$ cat config.mk
export PLATFORM = sky130hd
export DESIGN_NAME = muldiv_hilo
export DESIGN_NICKNAME = d
export VERILOG_FILES = /design/src/rtl/muldiv_pkg.sv /design/src/rtl/muldiv_hilo_div_step.sv /design/src/rtl/muldiv_hilo.sv
export SDC_FILE = /design/constraint.sdc
export NUM_CORES = 1
export LEC_CHECK = 0
export CAP_MARGIN = 20
export CORE_MARGIN = 4
export CORE_UTILIZATION = 39
export CTS_CLUSTER_SIZE = 16
export DETAILED_ROUTE_END_ITERATION = 10
export GPL_ROUTABILITY_DRIVEN = 1
export MAX_ROUTING_LAYER = met4
export PLACE_DENSITY_LB_ADDON = 0.25
export SLEW_MARGIN = 20
export SYNTH_ARGS = -nofsm -noshare
export SYNTH_HDL_FRONTEND = slang
export SYNTH_SLANG_ARGS = --single-unit
$ cat constraint.sdc
create_clock -name clk -period 9 [get_ports clk]
set_input_delay 0.9 -clock clk [delete_from_list [all_inputs] [get_ports clk]]
set_output_delay 0.9 -clock clk [all_outputs]
set_load 0.01 [all_outputs]
$ cat src/rtl/muldiv_pkg.sv
`default_nettype none
// ============================================================================
// Module      : muldiv_pkg
// Description : Shared definitions for the HI/LO multiply/divide unit:
//               operation encodings, FSM state encoding, default width.
// Revision    : 1.0 - initial release
// ============================================================================
package muldiv_pkg;

    // Default operand width (HI and LO are each this wide)
    localparam int MD_WIDTH = 32;

    // Operation codes presented on md_op
    typedef enum logic [2:0] {
        MD_MULTU = 3'd0,
        MD_MULT  = 3'd1,
        MD_DIVU  = 3'd2,
        MD_DIV   = 3'd3,
        MD_MTHI  = 3'd4,
        MD_MTLO  = 3'd5
    } md_op_e;

    // Sequencer states
    typedef enum logic [1:0] {
        IDLE = 2'd0,
        RUN  = 2'd1,
        FIX  = 2'd2
    } md_state_e;

endpackage
`default_nettype wire

$ cat src/rtl/muldiv_hilo_div_step.sv
`default_nettype none
// ============================================================================
// Module      : md_div_step
// Description : One combinational restoring-division iteration. The pair
//               {rem_i, quo_i} is shifted left one bit; the divisor is
//               subtracted from the widened remainder and the difference is
//               kept only when it does not go negative. The dividend bits
//               enter from the top of quo_i while quotient bits fill the
//               bottom.
// Revision    : 1.0 - initial release
// ============================================================================
module md_div_step
#(
    parameter int WIDTH = 32
)
(
    input  logic [WIDTH-1:0] rem_i,
    input  logic [WIDTH-1:0] quo_i,
    input  logic [WIDTH-1:0] div_i,
    output logic [WIDTH-1:0] rem_o,
    output logic [WIDTH-1:0] quo_o
);

    logic [WIDTH:0] w_shifted;
    logic [WIDTH:0] w_trial;

    // Trial subtraction; the partial remainder stays below the divisor, so
    // a successful difference always fits back into WIDTH bits.
    always_comb begin
        w_shifted = {rem_i, quo_i[WIDTH-1]};
        w_trial   = w_shifted - {1'b0, div_i};
        if (w_trial[WIDTH]) begin
            rem_o = w_shifted[WIDTH-1:0];
            quo_o = {quo_i[WIDTH-2:0], 1'b0};
        end else begin
            rem_o = w_trial[WIDTH-1:0];
            quo_o = {quo_i[WIDTH-2:0], 1'b1};
        end
    end

endmodule
`default_nettype wire

$ cat src/rtl/muldiv_hilo.sv
`default_nettype none
// ============================================================================
// Module      : muldiv_hilo
// Description : Multi-cycle multiply/divide unit owning the HI/LO registers.
//               Radix-2 shift-add multiply and restoring divide on operand
//               magnitudes, followed by one sign-fix/commit cycle.
//               Optional macro MULDIV_FAST_MUL_EN: MULT/MULTU use a
//               single-cycle multiplier and never raise md_busy.
// Revision    : 1.0 - initial release
// ============================================================================
module muldiv_hilo
    import muldiv_pkg::*;
#(
    parameter int WIDTH = MD_WIDTH
)
(
    input  logic             clk,
    input  logic             rst,
    input  logic             md_start,
    input  logic [2:0]       md_op,
    input  logic [WIDTH-1:0] md_a,
    input  logic [WIDTH-1:0] md_b,
    input  logic             md_cancel,
    output logic             md_busy,
    output logic             md_done,
    output logic [WIDTH-1:0] hi_out,
    output logic [WIDTH-1:0] lo_out
);

    localparam int             CNT_W    = $clog2(WIDTH + 1);
    localparam logic [CNT_W-1:0] LAST_CNT = CNT_W'(WIDTH - 1);

    md_state_e        state_q;
    logic [CNT_W-1:0] cnt_q;
    logic             is_div_q;
    logic             neg_q;      // product / quotient must be negated
    logic             rem_neg_q;  // remainder takes the dividend's sign
    logic [WIDTH-1:0] opnd_q;     // multiplicand or divisor magnitude
    logic [WIDTH-1:0] acc_hi_q;   // product high half / partial remainder
    logic [WIDTH-1:0] acc_lo_q;   // multiplier / dividend-then-quotient
    logic [WIDTH-1:0] hi_q;
    logic [WIDTH-1:0] lo_q;
    logic             busy_q;
    logic             done_q;

    logic [WIDTH-1:0] acc_hi_d;
    logic [WIDTH-1:0] acc_lo_d;

    logic             op_signed;
    logic             a_neg;
    logic             b_neg;
    logic [WIDTH-1:0] a_mag;
    logic [WIDTH-1:0] b_mag;

    logic [WIDTH:0]     mul_sum;
    logic [WIDTH-1:0]   div_rem;
    logic [WIDTH-1:0]   div_quo;
    logic [2*WIDTH-1:0] prod_mag;
    logic [2*WIDTH-1:0] prod_fix;
    logic [WIDTH-1:0]   quo_fix;
    logic [WIDTH-1:0]   rem_fix;

    // Operand sign split at issue: signed ops work on magnitudes
    always_comb begin
        op_signed = (md_op == MD_MULT) || (md_op == MD_DIV);
        a_neg     = op_signed & md_a[WIDTH-1];
        b_neg     = op_signed & md_b[WIDTH-1];
        a_mag     = a_neg ? (~md_a + 1'b1) : md_a;
        b_mag     = b_neg ? (~md_b + 1'b1) : md_b;
    end

`ifdef MULDIV_FAST_MUL_EN
    logic [2*WIDTH-1:0] fast_mag;
    logic [2*WIDTH-1:0] fast_prod;

    // Single-cycle full-width product, sign applied to the magnitude product
    always_comb begin
        fast_mag  = {{WIDTH{1'b0}}, a_mag} * {{WIDTH{1'b0}}, b_mag};
        fast_prod = (a_neg ^ b_neg) ? (~fast_mag + 1'b1) : fast_mag;
    end
`endif

    md_div_step #(
        .WIDTH (WIDTH)
    ) u_div_step (
        .rem_i (acc_hi_q),
        .quo_i (acc_lo_q),
        .div_i (opnd_q),
        .rem_o (div_rem),
        .quo_o (div_quo)
    );

    // One radix-2 iteration: shift-add multiply or restoring divide
    always_comb begin
        mul_sum = {1'b0, acc_hi_q} + (acc_lo_q[0] ? {1'b0, opnd_q} : {(WIDTH+1){1'b0}});
        if (is_div_q) begin
            acc_hi_d = div_rem;
            acc_lo_d = div_quo;
        end else begin
            acc_hi_d = mul_sum[WIDTH:1];
            acc_lo_d = {mul_sum[0], acc_lo_q[WIDTH-1:1]};
        end
    end

    // Sign correction of the finished magnitudes; a zero divisor yields an
    // all-ones quotient while the remainder path naturally returns md_a.
    always_comb begin
        prod_mag = {acc_hi_q, acc_lo_q};
        prod_fix = neg_q ? (~prod_mag + 1'b1) : prod_mag;
        quo_fix  = neg_q ? (~acc_lo_q + 1'b1) : acc_lo_q;
        rem_fix  = rem_neg_q ? (~acc_hi_q + 1'b1) : acc_hi_q;
        if (opnd_q == '0) begin
            quo_fix = '1;
        end
    end

    // Sequencer, iteration registers and architectural HI/LO
    always_ff @(posedge clk or posedge rst) begin
        if (rst) begin
            state_q   <= IDLE;
            cnt_q     <= '0;
            is_div_q  <= 1'b0;
            neg_q     <= 1'b0;
            rem_neg_q <= 1'b0;
            opnd_q    <= '0;
            acc_hi_q  <= '0;
            acc_lo_q  <= '0;
            hi_q      <= '0;
            lo_q      <= '0;
            busy_q    <= 1'b0;
            done_q    <= 1'b0;
        end else begin
            done_q <= 1'b0;
            case (state_q)
                IDLE: begin
                    if (md_start && !md_cancel) begin
                        case (md_op)
                            MD_MTHI: hi_q <= md_a;
                            MD_MTLO: lo_q <= md_a;
                            MD_MULTU, MD_MULT: begin
`ifdef MULDIV_FAST_MUL_EN
                                hi_q   <= fast_prod[2*WIDTH-1:WIDTH];
                                lo_q   <= fast_prod[WIDTH-1:0];
                                done_q <= 1'b1;
`else
                                state_q   <= RUN;
                                cnt_q     <= '0;
                                is_div_q  <= 1'b0;
                                neg_q     <= a_neg ^ b_neg;
                                rem_neg_q <= 1'b0;
                                opnd_q    <= a_mag;
                                acc_hi_q  <= '0;
                                acc_lo_q  <= b_mag;
                                busy_q    <= 1'b1;
`endif
                            end
                            MD_DIVU, MD_DIV: begin
                                state_q   <= RUN;
                                cnt_q     <= '0;
                                is_div_q  <= 1'b1;
                                neg_q     <= a_neg ^ b_neg;
                                rem_neg_q <= a_neg;
                                opnd_q    <= b_mag;
                                acc_hi_q  <= '0;
                                acc_lo_q  <= a_mag;
                                busy_q    <= 1'b1;
                            end
                            default: ;
                        endcase
                    end
                end
                RUN: begin
                    if (md_cancel) begin
                        state_q <= IDLE;
                        busy_q  <= 1'b0;
                    end else begin
                        acc_hi_q <= acc_hi_d;
                        acc_lo_q <= acc_lo_d;
                        cnt_q    <= cnt_q + 1'b1;
                        if (cnt_q == LAST_CNT) begin
                            state_q <= FIX;
                        end
                    end
                end
                FIX: begin
                    state_q <= IDLE;
                    busy_q  <= 1'b0;
                    if (!md_cancel) begin
                        done_q <= 1'b1;
                        if (is_div_q) begin
                            hi_q <= rem_fix;
                            lo_q <= quo_fix;
                        end else begin
                            hi_q <= prod_fix[2*WIDTH-1:WIDTH];
                            lo_q <= prod_fix[WIDTH-1:0];
                        end
                    end
                end
                default: begin
                    state_q <= IDLE;
                    busy_q  <= 1'b0;
                end
            endcase
        end
    end

    assign md_busy = busy_q;
    assign md_done = done_q;
    assign hi_out  = hi_q;
    assign lo_out  = lo_q;

endmodule
`default_nettype wire

==> metrics.yaml, run 1 <==
run_status:
  outcome: "finished clean"
logic_synthesis:
  ys_ff_latch: 173
  synth_warnings: 0
  synth_ff_type: "dfrtp_1"
  synth_largest_area_cell: "dfrtp_1"
  async_reset_ff_share_pct: 100
  synth.top_cell.area_share_pct: 29.0
  synth_edf_count: 0
  syn_nets: 2079
  synth_area_leaders: "dfrtp_1, o21ai_0, xnor2_1"
  ys_seq_area_share_pct: 29.0
  netlist_instances: 1937
  synth_cell_type_count: 69
  netlist_area_sq_mm: 0.0149
  avgSynthCellArea_sq_um: 7.70
power:
  ir_worst_vdd_mv: 0.0968
  fin_total_pwr_mw: 3.99
  pwr_density_cell_mw_per_mm2: 231
  power_leakage_nw: 7.12
cells_and_area:
  syn_to_final_growth_pct: 15.9
  nFillCells: 3800
  mostFrequentLayoutCells: "nand2_1, o21ai_0, dfrtp_1"
  nets: 2133
  final_common_cell: "nand2_1"
  drive_gt1_share_pct: 4.24
  final_cell_area_sq_mm: 0.0173
  insertedDiodeCount: 0
global_routing:
  grt_usage_pct: 28.2
  grt_max_degree: 75
  antenna_found_initial: 0
  gr-total-overflow: 0
  grt_pass1_wl_microns: 87800
  grt_pass1_vias: 14407
clocking:
  hold_buffers: 0
  cts_sinks: 173
  clkTransAtPathRegs_ns: 0.08
  cts_tree: "yes"
  clk_path_buf_depth: 2
  cts_max_level: 4
  tritoncts.num_buffers: 17
  post-cts-setup-buffers: 0
  cts-resized-gates: 0
  clock-root-buffer: "clkbuf_16"
  clk_latency_ns: 0.45
timing:
  hold_violations: 0
  skew_ns: 0.0167
  holdWs_ns: 0.484
  max_freq_mhz: 223
  setup_viol: 0
  min_period_ns: 4.49
  slew_headroom_pct: 31.2
  rsz0062_at_grt: "false"
  max_slew.worst_pin.slew_ns: 1.01
  fin_crit_sh_pct: 49.9
  tns_ns: 0
  slew_viol_final: 0
critical_path:
  worstSetupStartpointType: "register"
  arrival_ns: 4.84
  path_max_fanout: 27
  critPathRequiredTime_ns: 9.35
  cp-end-kind: "register"
  worst-setup-path-type: "reg2reg"
die:
  die_x_microns: 204
  die_area_sq_mm: 0.0415
  row_count: 71
  core_sq_mm: 0.0377
  ioPinCount: 137
  initial_core_util_pct: 39.6
  die_h_microns: 204
routing:
  firstDrtPassIters: 5
  vias: 15084
  ant_nets: 0
  wire_per_inst_microns: 23.0
  route.detailed.drc: 0
  vias_per_cell: 6.00
  drt_iter0_drc: 1367
  wl_microns: 57900
placed_design:
  postPlaceCellArea_sq_mm: 0.0167
  port_buffers: 136
  hpwl_microns: 44700
  gp_congestion: 0.971
min_path:
  hold_class: "reg2reg"
run:
  maxCapViolations: 0
==> Yosys cell counts, types with 9 or more instances <==
cell type and instances:
mux2i_1 59, a211oi_1 9, a21oi_1 142, o41ai_1 10, nor4_1 23, o31ai_1 28, and3_1 24, xor2_1 61
nor2b_1 20, inv_1 66, a22oi_1 21, a21o_1 29, or3_1 10, nor2_1 165, and2_1 9, nand2b_1 22
o21a_1 11, nand2_1 241, nand4_1 16, nand3_1 35, dfrtp_1 173, o21ai_0 191, ha_1 69, a31oi_1 43
clkbuf_1 111, xnor2_1 107, nor3_1 49, o21bai_1 13, o22ai_1 47, or4_1 12
==> metrics by stage <==
stage | worst slack, ns | utilization (%) | instances
finish | 4.51 | 45.9 | 2515
global placement | 4.36 | 44.3 | 2482
global route | 4.28 | 45.9 | 2515
floorplan | 3.41 | - | 1937
detailed placement | 4.35 | 44.3 | 2482
CTS | 4.54 | 45.9 | 2514
==> layer usage <==
metal  part of all wire (%)  wire length, microns  up-vias  GRT usage (%)
met5                      0                     0        -              -
met3                    8.6                  4950      115           5.45
met2                     44                 25300      669           42.2
met4                    4.4                  2520        0           11.9
li1                       -                     -     7128              -
met1                     43                 25100     7172           37.4
==> registers in the layout (all words and copies together), names as in the netlist <==
signal	flops
md_done	1
state_q	2
is_div_q	1
lo_out	32
hi_out	32
acc_hi_q	32
acc_lo_q	32
neg_q	1
opnd_q	32
md_busy	1
cnt_q	6
rem_neg_q	1
==> cell families (layout without fill, tap and decap cells) <==
kind of cell	Yosys count	in the layout	share of synthesized area, %
simple gates	653	653	20.4
flops	173	173	29.0
mux	61	61	4.11
fa+ha+maj	71	71	6.05
buf+inv	188	255	4.76
compound gates	623	623	25.8
xor+xnor	168	168	9.86
==> power breakdown <==
part / switching [mW] / leakage, nW / total (mW) / internal (mW)
Clock: 0.377 / 0.297 / 0.787 / 0.411
Combinational: 1.14 / 4.63 / 1.98 / 0.833
Sequential: 0.281 / 2.20 / 1.23 / 0.945
==> critical path: stages, from the launching register on <==
cell,delay [ns]
dfrtp_1,0.45
inv_1,0.08
ha_1,0.21
fa_1,0.41
nand2b_1,0.19
a21o_1,0.20
a211o_1,0.31
a311oi_1,0.51
o21ai_1,0.25
a21oi_1,0.43
xor2_4,0.33
buf_4,0.47
mux2_2,0.39
o221ai_1,0.14
==> layout make-up <==
type                       instances  area, sq um  area share (%)
clock buffer                      19          453            2.62
clock inverter                    13          145           0.839
inverter                          66          253            1.46
multi-input combinational       1576         9950            57.5
sequential                       173         4330            25.0
tap                              511          639            3.70
timing repair buffer             157         1530            8.82
==> path summary, 6_finish.rpt <==
| path | startpoint | endpoint | slack, ns | cells past startpoint |
|---|---|---|---|---|
| hold reg to reg | lo_out[1]$_DFFE_PP0P_ | lo_out[1]$_DFFE_PP0P_ | 0.48 | 2 |
| hold / removal | lo_out[1]$_DFFE_PP0P_ | lo_out[1]$_DFFE_PP0P_ | 0.48 | 2 |
| max in group asynchronous | rst | is_div_q$_DFFE_PP0P_ | 6.81 | 3 |
| setup / recovery | acc_lo_q[31]$_DFFE_PP0P_ | acc_hi_q[0]$_DFFE_PP0P_ | 4.51 | 13 |
| setup reg to reg | acc_lo_q[31]$_DFFE_PP0P_ | acc_hi_q[0]$_DFFE_PP0P_ | 4.51 | 13 |
| min in group asynchronous | rst | lo_out[2]$_DFFE_PP0P_ | 0.82 | 2 |
Note: power is estimated with default switching activity, not from simulation.
==> run 2: changes to the inputs <==
==> constraint.sdc (replaced) <==
create_clock -name clk -period 3.9 [get_ports clk]
set_input_delay 0.39 -clock clk [delete_from_list [all_inputs] [get_ports clk]]
set_output_delay 0.39 -clock clk [all_outputs]
set_load 0.01 [all_outputs]
==> run 2 against run 1 <==
  * Cell area rose by 3.6%
  * Cell count rose by 3.1%
  * Global-route usage rose by 0.21 points
  * Worst hold slack got worse by 0.28 ns
  * First-iteration DRC count rose by 9.9%
  * Via count rose by 2.9%
  * Critical path type unchanged
  * Largest power group unchanged
==> metrics.yaml, run 2 (same netlist as run 1, synthesis figures left out) <==
global_routing:
  grt_pass1_wl_microns: 89100
  grt_pass1_vias: 14759
  grt_max_degree: 99
  gr-total-overflow: 0
  grt_usage_pct: 28.4
  antenna_found_initial: 0
routing:
  route.detailed.drc: 0
  wl_microns: 58200
  vias_per_cell: 5.99
  wire_per_inst_microns: 22.5
  drt_iter0_drc: 1502
  vias: 15518
  firstDrtPassIters: 5
  ant_nets: 0
clocking:
  clkTransAtPathRegs_ns: 0.07
  cts-resized-gates: 0
  post-cts-setup-buffers: 0
  cts_max_level: 4
  clk_path_buf_depth: 2
  cts_sinks: 173
  clock-root-buffer: "clkbuf_16"
  cts_tree: "yes"
  tritoncts.num_buffers: 17
  clk_latency_ns: 0.46
  hold_buffers: 0
cells_and_area:
  final_cells: 2592
  final_core_util_pct: 47.6
  nets: 2210
  seqCellArea_sq_mm: 0.00433
  drive_gt1_share_pct: 7.64
  mostFrequentLayoutCells: "nand2_1, o21ai_0, dfrtp_1"
  syn_to_final_growth_pct: 20.1
  insertedDiodeCount: 0
  multi_input_area_sq_mm: 0.00996
  nFillCells: 3710
  final_common_cell: "nand2_1"
  final_cell_area_sq_mm: 0.0179
critical_path:
  cp_num_buf_inv: 2
  worstPathCellList: "inv_1, ha_1, nor4b_1, buf_4, nand3_1, or4b_4, nor2b_4, or4b_4, o31ai_4, xnor2_1, nand2_1, a21oi_1"
  cpPeakStageDelay_ns: 0.64
  regToRegSetupSlack_ns: 0.29
  reg2reg_from: "acc_lo_q[0]$_DFFE_PP0P_"
  worst-setup-path-type: "reg2reg"
  cp_slowest_cell: "or4b_4"
  worstSetupStartpointType: "register"
  r2r_end: "hi_out[28]$_DFFE_PP0P_"
  critPathRequiredTime_ns: 4.28
  ff2ff_path_depth: 12
  cp.depth: 12
  cp-end-kind: "register"
  path_max_fanout: 5
  crit_family: "simple AND/OR/NAND/NOR gates"
  arrival_ns: 3.99
  cp_common_cell: "or4b_4"
timing:
  tns_ns: 0
  fin_crit_sh_pct: 92.6
  max_slew.worst_pin.slew_ns: 1.06
  min_period_ns: 3.61
  skew_ns: 0.0162
  max_freq_mhz: 277
  slew_viol_final: 0
  hold_violations: 0
  slew_headroom_pct: 29.3
  rsz0062_at_grt: "false"
  setup_viol: 0
  holdWs_ns: 0.199
die:
  row_count: 71
  initial_core_util_pct: 39.6
  ioPinCount: 137
  core_sq_mm: 0.0377
  die_area_sq_mm: 0.0415
  die_h_microns: 204
  die_x_microns: 204
placed_design:
  port_buffers: 136
  gp_congestion: 1.03
  post-place-cells: 2560
  hpwl_microns: 45900
  postPlaceCellArea_sq_mm: 0.0173
power:
  power_leakage_nw: 7.51
  pwr_density_cell_mw_per_mm2: 526
  ir_worst_vdd_mv: 0.318
min_path:
  hold_class: "in2async"
run_status:
  outcome: "finished clean"
run:
  maxCapViolations: 0
-- run 2: how the worst max path moves through the flow --
| stage | startpoint | endpoint | slack, ns |
|---|---|---|---|
| global route | opnd_q[0]$_DFFE_PP0P_ | acc_hi_q[25]$_DFFE_PP0P_ | 0.04 |
| floorplan | acc_lo_q[31]$_DFFE_PP0P_ | acc_hi_q[13]$_DFFE_PP0P_ | 0.39 |
| global placement | opnd_q[0]$_DFFE_PP0P_ | acc_hi_q[26]$_DFFE_PP0P_ | 0.29 |
| finish | acc_lo_q[0]$_DFFE_PP0P_ | hi_out[28]$_DFFE_PP0P_ | 0.29 |
| detailed placement | md_a[4] | acc_lo_q[24]$_DFFE_PP0P_ | 0.25 |
| CTS | opnd_q[0]$_DFFE_PP0P_ | acc_hi_q[26]$_DFFE_PP0P_ | 0.25 |
-- run 2: final cells by class --
| class | instances | share of cell area [%] |
|---|---|---|
| clock buffers | 23 | 2.67 |
| clock inverters | 9 | 0.614 |
| inverters | 66 | 1.40 |
| multi-input cells | 1576 | 55.5 |
| flip-flops and latches | 173 | 24.2 |
| well taps | 511 | 3.57 |
| repair buffers | 234 | 12.0 |
-- run 2: worst register-to-register path, stage by stage (launching register included) --
cell and delay (ns):
dfrtp_1 0.39, inv_1 0.22, ha_1 0.32, nor4b_1 0.30
buf_4 0.18, nand3_1 0.16, or4b_4 0.64, nor2b_4 0.17
or4b_4 0.54, o31ai_4 0.26, xnor2_1 0.14, nand2_1 0.07
a21oi_1 0.14
-- run 2: through the flow --
step | power, mW | setup slack [ns]
floorplan | 5.76 | 0.392
global placement | 7.53 | 0.289
detailed placement | 7.58 | 0.254
CTS | 9.38 | 0.254
global route | 10.0 | 0.0374
finish | 9.43 | 0.289
-- run 2: power breakdown --
group	internal, mW	switching [mW]	leakage, nW	total [mW]
sequential	2.19	0.422	2.20	2.61
combinational	2.11	2.93	5.03	5.04
clock	0.996	0.786	0.280	1.78
-- run 2: per-layer routing --
layer  vias to the layer above  wire length, microns  track usage [%]  share of wire, %
li1                       7258                     -                -                 -
met1                      7427                 25500             38.6                44
met2                       744                 26100             43.9                45
met3                        89                  4750             4.34               8.2
met4                         0                  1870             8.84               3.2
met5                         -                     0                -                 0
